### config.mk
export PLATFORM = sky130hd
export DESIGN_NAME = divu_hilo_unit
export DESIGN_NICKNAME = d
export VERILOG_FILES = /design/src/rtl/divu_hilo_unit.sv
export SDC_FILE = /design/constraint.sdc
export NUM_CORES = 1
export LEC_CHECK = 0
export ABC_CLOCK_PERIOD_IN_PS = 8300
export CAP_MARGIN = 20
export CORE_MARGIN = 1
export CORE_UTILIZATION = 55
export DETAILED_ROUTE_END_ITERATION = 16
export GPL_TIMING_DRIVEN = 0
export PLACE_DENSITY = 0.82
export SETUP_SLACK_MARGIN = 0.1
export SLEW_MARGIN = 5
export SYNTH_ARGS = -nofsm -noshare
export SYNTH_HDL_FRONTEND = slang
export SYNTH_SLANG_ARGS = --single-unit
### constraint.sdc
create_clock -name clk -period 8.3 [get_ports clk]
set_input_delay 1.66 -clock clk [delete_from_list [all_inputs] [get_ports clk]]
set_output_delay 1.66 -clock clk [all_outputs]
set_load 0.005 [all_outputs]
### src/rtl/divu_hilo_unit.sv
// Multi-cycle restoring unsigned divider that owns the HI (remainder) and LO (quotient) registers.
// Optional DivZero flag output is enabled by defining DIVU_DIVZERO_FLAG_EN.
module divu_hilo_unit #(
  parameter int unsigned WIDTH     = 32,
  parameter logic [5:0]  DIVU_CODE = 6'b011011,
  parameter int unsigned CNT_W     = 6
) (
  input  logic             clk,
  input  logic             rst_n,
  input  logic [WIDTH-1:0] dataA,
  input  logic [WIDTH-1:0] dataB,
  input  logic [5:0]       Signal,
  output logic [WIDTH-1:0] HiOut,
  output logic [WIDTH-1:0] LoOut,
  output logic             Busy,
  output logic             Done
`ifdef DIVU_DIVZERO_FLAG_EN
  ,
  output logic             DivZero
`endif
);

  typedef enum logic [1:0] {StIdle, StCalc, StDone} state_t;

  state_t             state_q, state_d;
  logic [CNT_W-1:0]   cnt_q, cnt_d;
  logic [WIDTH:0]     rem_q, rem_d;
  logic [WIDTH-1:0]   quo_q, quo_d;
  logic [WIDTH-1:0]   dvs_q, dvs_d;
  logic [WIDTH-1:0]   hi_q, hi_d;
  logic [WIDTH-1:0]   lo_q, lo_d;
  logic               busy_q, busy_d;
  logic               done_q, done_d;
  logic [WIDTH:0]     shifted;
  logic               start;

  assign start = (Signal == DIVU_CODE);

  always_comb begin
    state_d = state_q;
    cnt_d   = cnt_q;
    rem_d   = rem_q;
    quo_d   = quo_q;
    dvs_d   = dvs_q;
    hi_d    = hi_q;
    lo_d    = lo_q;
    busy_d  = busy_q;
    done_d  = 1'b0;
    // Remainder gains one extra bit so the compare sees the carry out of the shift.
    shifted = {rem_q[WIDTH-1:0], quo_q[WIDTH-1]};
    unique case (state_q)
      StIdle: begin
        if (start) begin
          state_d = StCalc;
          quo_d   = dataA;
          dvs_d   = dataB;
          rem_d   = '0;
          cnt_d   = '0;
          busy_d  = 1'b1;
        end
      end
      StCalc: begin
        if (shifted >= {1'b0, dvs_q}) begin
          rem_d = shifted - {1'b0, dvs_q};
          quo_d = {quo_q[WIDTH-2:0], 1'b1};
        end else begin
          rem_d = shifted;
          quo_d = {quo_q[WIDTH-2:0], 1'b0};
        end
        cnt_d = cnt_q + CNT_W'(1);
        if (cnt_q == CNT_W'(WIDTH - 1)) begin
          state_d = StDone;
        end
      end
      StDone: begin
        hi_d    = rem_q[WIDTH-1:0];
        lo_d    = quo_q;
        done_d  = 1'b1;
        busy_d  = 1'b0;
        state_d = StIdle;
      end
      default: state_d = StIdle;
    endcase
  end

  always_ff @(posedge clk or negedge rst_n) begin
    if (!rst_n) begin
      state_q <= StIdle;
      cnt_q   <= '0;
      rem_q   <= '0;
      quo_q   <= '0;
      dvs_q   <= '0;
      hi_q    <= '0;
      lo_q    <= '0;
      busy_q  <= 1'b0;
      done_q  <= 1'b0;
    end else begin
      state_q <= state_d;
      cnt_q   <= cnt_d;
      rem_q   <= rem_d;
      quo_q   <= quo_d;
      dvs_q   <= dvs_d;
      hi_q    <= hi_d;
      lo_q    <= lo_d;
      busy_q  <= busy_d;
      done_q  <= done_d;
    end
  end

  assign HiOut = hi_q;
  assign LoOut = lo_q;
  assign Busy  = busy_q;
  assign Done  = done_q;

`ifdef DIVU_DIVZERO_FLAG_EN
  logic div_zero_q, div_zero_d;

  always_comb begin
    div_zero_d = div_zero_q;
    if (state_q == StIdle && start) begin
      div_zero_d = (dataB == '0);
    end
  end

  always_ff @(posedge clk or negedge rst_n) begin
    if (!rst_n) begin
      div_zero_q <= 1'b0;
    end else begin
      div_zero_q <= div_zero_d;
    end
  end

  assign DivZero = div_zero_q;
`endif

endmodule

After elaboration in Yosys (flattened, before gate mapping)
Cells that the tools add are included.

Register bits: 170. Bits in latches: 0. RAM bits: 0. Bits in read-only memories: 0. Output and inout bits: 66. Memories kept: 0.

Add/subtract/negate cells: 2. $mul: 0. Div/mod/pow operators: 0. Order comparisons: 1. Eq/ne operators: 6. Shifts and indexed selects: 0. Muxes and demuxes: 14. Bitwise gates (word level): 0. Reduce and logical (&&, ||, !) cells: 7.

Operator list (number): case mux 32 bit (2 select lines) (2); two-way mux 32 bit (3); greater-or-equal comparator 33 x 32 -> 1 bit (1); subtractor 32 bit (1); == test 6 x 5 -> 1 bit (second input constant) (2); case mux 6 bit (2 select lines) (1); AND reduction 2 bit (4); adder 6 x 1 -> 6 bit (second input constant) (1); two-way mux 6 bit (1); two-way mux 2 bit (2); != test 2 bit (second input constant) (2); case mux 2 bit (2 select lines) (1); nonzero test 2 bit (2); two-way mux 1 bit (3); == test 2 x 1 -> 1 bit (second input constant) (1); == test 2 bit (second input constant) (1); zero test 2 bit (1); case mux 1 bit (2 select lines) (1).

Longest topological paths before layout
Word-level depth: 3. Depth in mapped cells: 14. Mapped depth without buffers: 12.

Worst setup path before layout
OpenSTA, ideal clock, no wires.

Path type: input port to flip-flop. Start: in Signal[2]. End: reg cnt_q[2]. Library setup time: 129 ps. Arrival time: 2964 ps. Required time: 8171 ps. Slack: 5207 ps. Stages: 7. Path buffers: 2. Cell sequence: nor4bb_1 > and4_1 > clkbuf_1 > nor2_1 > clkbuf_1 > o21ai_0 > o21ai_0.

Word-level cells in the longest chain between the ends: 3.

Ends and longest elaborated chain: start: declaration (RTL line 12) `input logic [5:0] Signal,`; == test 6 x 5 -> 1 bit (RTL line 37) `assign start = (Signal == DIVU_CODE);`; != test 2 bit (no line); AND reduction 2 bit (no line); end signal: assignment (RTL line 99) `cnt_q <= cnt_d;`; end: declaration (RTL line 26) `logic [CNT_W-1:0] cnt_q, cnt_d;`.

Every way passes these cells. A chain may end at the register's enable or synchronous reset.

Final worst setup path
Start: in Signal[4]. End: reg rem_q[31].

Word-level cells in the longest chain between the ends: 3.

Ends and longest elaborated chain: == test 6 x 5 -> 1 bit (RTL line 37); != test 2 bit (no line); AND reduction 2 bit (no line); end signal: assignment (RTL line 100) `rem_q <= rem_d;`; end: declaration (RTL line 27) `logic [WIDTH:0] rem_q, rem_d;`.

Every way passes these cells.

==> qor.csv <==
stage,metric,value,unit
pwr,Static Leakage,4.83,nW
logic_synthesis,Syn Area/Cell,10.0,µm²
hold_path,Hold WC Path Type,reg2reg,
drt,WL/cell,17.8,µm
clock_tree,# resized after CTS,0,
critical_path,startpoint types,input port,
clock_tree,Num CTS Buffers,17,
sta,Worst-Margin Slew,898,ps
clock_tree,htree depth,4,
drt,Vias,7004,
critical_path,CP dominant cell by count,clkbuf_1,
drt,vias per inst,5.77,
sta,RSZ-0062 raised after global routing,false,
grt,vias in the first global route,6957,
grt,Tot GR Track Use,28.1,%
drt,WL met1,9450,µm
pwr,Max IR drop VDD,175,µV
placed_design,post-DP HPWL,15400,µm
layout,share of layout cells above drive strength 1,12.0,%
logic_synthesis,Synth Instances,858,
sta,number of setup violations in the final report,0,
floorplanning,FP Rows,45,
logic_synthesis,Main synth FF type,dfrtp_1,
floorplanning,Die Ht,127,µm
clock_tree,CTS Sinks,170,
drt,Met3 Routed Length,1620,µm
clock_tree,hold_buf cts,0,
clock_tree,clock root buffer,clkbuf_16,
pwr,PwrDens,260,nW/µm²
critical_path,Max stage delay on crit path,620,ps
sta,fmax,237,MHz
clock_tree,setup bufs post-CTS,0,
clock_tree,clk slew on worst S/H paths,70,ps
grt,initial antenna violation count,0,
placed_design,GPL Wtd Cong,0.898,
layout,Nets,1121,
critical_path,worst path cell trace,clkdlybuf4s50_1 > nor4bb_1 > and4_1 > clkbuf_1 > nor2_1 > clkbuf_1 > a32oi_1 > nand2_1,
run_status,status,"finished, final reports clean",
sta,Final Hold Fails,0,
clock_tree,clk buf depth,2,
floorplanning,Boundary Pins,138,
clock_tree,CTS tree,yes,
drt,Initial DRT Pass Iterations,5,
grt,first-pass GRT wire length,34900,µm
logic_synthesis,Seq cells post-synth,170,
critical_path,CP bufs+invs,3,
logic_synthesis,Syn Nets,964,
layout,most frequent cells in the layout,"dfrtp_1 (170), clkdlybuf4s50_1 (136), nand2_1 (116), o21ai_0 (83)",
critical_path,worst setup path start,Signal[4],
grt,maximum number of pins on one net before global-route repair,122,
logic_synthesis,asr flop ratio synth,100,%
critical_path,Top delay family on crit path,buffers and inverters,
sta,Clock Skew,7.43,ps
run,Max Cap Violations,0,
drt,DRT antenna net count,0,
sta,Max Slew Vio Count,0,
hold_path,Hold Startpoint,Busy$_DFFE_PN0P_,
critical_path,Critical-path top delay cell,clkbuf_1,
critical_path,critical path arrival,4540,ps
drt,final WL,21600,µm
layout,Area growth syn-to-layout,25.9,%
critical_path,Critical Path End Type,flip-flop,
drt,initial DRC count,488,
critical_path,Worst Path Required,8620,ps
drt,top routing layer in use,met4,
floorplanning,die width,127,µm
logic_synthesis,"EDFF count, synth",0,
logic_synthesis,yosys synthesis warning count,0,
sta,Relative slew margins,40.1,%
logic_synthesis,Yosys cell types,61,
grt,final global-route overflow total,0,
logic_synthesis,Post-Synthesis Cell Area,8580,µm²
floorplanning,Starting Density,56.4,%
logic_synthesis,Yosys top cell area share,49.6,%
critical_path,"Max FO, Critical Path",10,
drt,DRC Markers,0,
critical_path,Crit Reg-Reg Startpoint,quo_q[31]$_DFFE_PN0P_,
logic_synthesis,top post-synthesis cells by area,"dfrtp_1 (50%), mux2_2 (8.1%), nand2_1 (5.1%)",
logic_synthesis,post-synthesis sequential area ratio,49.6,%
logic_synthesis,top cell type by total area after synthesis,dfrtp_1,
drt,met2 wire length,9940,µm
placed_design,IO buf count,137,
sta,Period minus WS final,4220,ps
layout,"most common cell after layout, fill and taps aside",dfrtp_1,
critical_path,crit path kind,in2reg,
placed_design,DP Area,10200,µm²
sta,final setup TNS,0,ps
layout,Antenna diodes,0,
floorplanning,Die ar.,16100,µm²
clock_tree,clk_lat worst skew,430,ps
sta,Final Cycle Share,50.8,%
floorplanning,Core Box Area,15200,µm²
layout,"Design Area, Final",10800,µm²
synth_stat cells (6+ instances only):
| library cell | instances |
|---|---|
| xor2_1 | 13 |
| ha_1 | 33 |
| o21ai_1 | 7 |
| a21o_1 | 12 |
| nand2b_1 | 8 |
| o22ai_1 | 16 |
| a22oi_1 | 16 |
| nor2b_1 | 8 |
| nand3_1 | 23 |
| inv_1 | 36 |
| nor3_1 | 9 |
| a21oi_1 | 48 |
| buf_1 | 7 |
| dfrtp_1 | 170 |
| nand2_1 | 116 |
| mux2_2 | 62 |
| a22o_1 | 6 |
| xnor2_1 | 10 |
| clkbuf_1 | 26 |
| nor2_1 | 62 |
| o21ai_0 | 83 |
| mux2i_1 | 8 |
cell families after synthesis:
family / share of synthesized area, %
multiplexers: 9.07
AO/OA/AOI/OAI: 16.4
buffers and inverters: 4.32
flip-flops: 49.6
XOR/XNOR: 2.35
adder cells (fa/ha/maj): 5.05
AND/OR/NAND/NOR: 13.2
metrics by stage:
| stage | hold slack, ps | instances | worst slack [ps] | utilization [%] | power (mW) |
|---|---|---|---|---|---|
| global placement | 460 | 1183 | -1250 | 67.0 | 1.98 |
| floorplan | 448 | 858 | 5210 | - | 1.73 |
| finish | 475 | 1214 | 4080 | 71.0 | 2.80 |
| detailed placement | 465 | 1184 | 3720 | 67.2 | 2.00 |
| global route | 501 | 1214 | 3870 | 71.0 | 2.96 |
| CTS | 480 | 1214 | 4170 | 71.0 | 2.80 |
registers in the layout, summed over array words and instances (netlist names):
signal / cells
Busy: 1
Done: 1
HiOut: 32
LoOut: 32
cnt_q: 6
dvs_q: 32
quo_q: 32
rem_q: 32
state_q: 2
worst reg2reg max path, delay by kind of cell (launching register included):
| kind | cells | cell delay [ps] |
|---|---|---|
| buffers and inverters | 1 | 130 |
| multiplexers | 1 | 170 |
| adder cells (fa/ha/maj) | 2 | 640 |
| flip-flops | 1 | 390 |
| AND/OR/NAND/NOR | 2 | 310 |
| AO/OA/AOI/OAI | 6 | 1380 |
power breakdown:
| part | switching [mW] | internal [mW] | leakage [nW] |
|---|---|---|---|
| clock | 0.326 | 0.464 | 0.285 |
| sequential | 0.140 | 0.973 | 1.96 |
| combinational | 0.526 | 0.375 | 2.59 |
| total | 0.992 | 1.81 | 4.83 |
per-layer routing:
metal	vias up	track usage [%]
met2	231	44.9
met1	3394	37.1
met3	43	6.92
met4	0	11.1
met5	-	0
li1	3336	-
cell type report:
cell class	count	area [µm²]
tap	188	235
clock buffer	20	467
timing repair buffer	138	1400
buffer	44	231
multi-input combinational	607	3950
sequential	170	4250
inverter	37	139
clock inverter	10	116
fill	1163	4400
final timing paths:
| kind | end | slack, ps | cells past startpoint |
|---|---|---|---|
| setup reg to reg | rem_q[30]$_DFFE_PN0P_ | 5190 | 12 |
| hold / removal | Busy$_DFFE_PN0P_ | 480 | 2 |
| max in group asynchronous | dvs_q[22]$_DFFE_PN0P_ | 6240 | 2 |
| setup / recovery | rem_q[31]$_DFFE_PN0P_ | 4080 | 8 |
| hold reg to reg | Busy$_DFFE_PN0P_ | 480 | 2 |
| min in group asynchronous | LoOut[26]$_DFFE_PN0P_ | 1120 | 1 |
(Power assumes the default switching activity.)
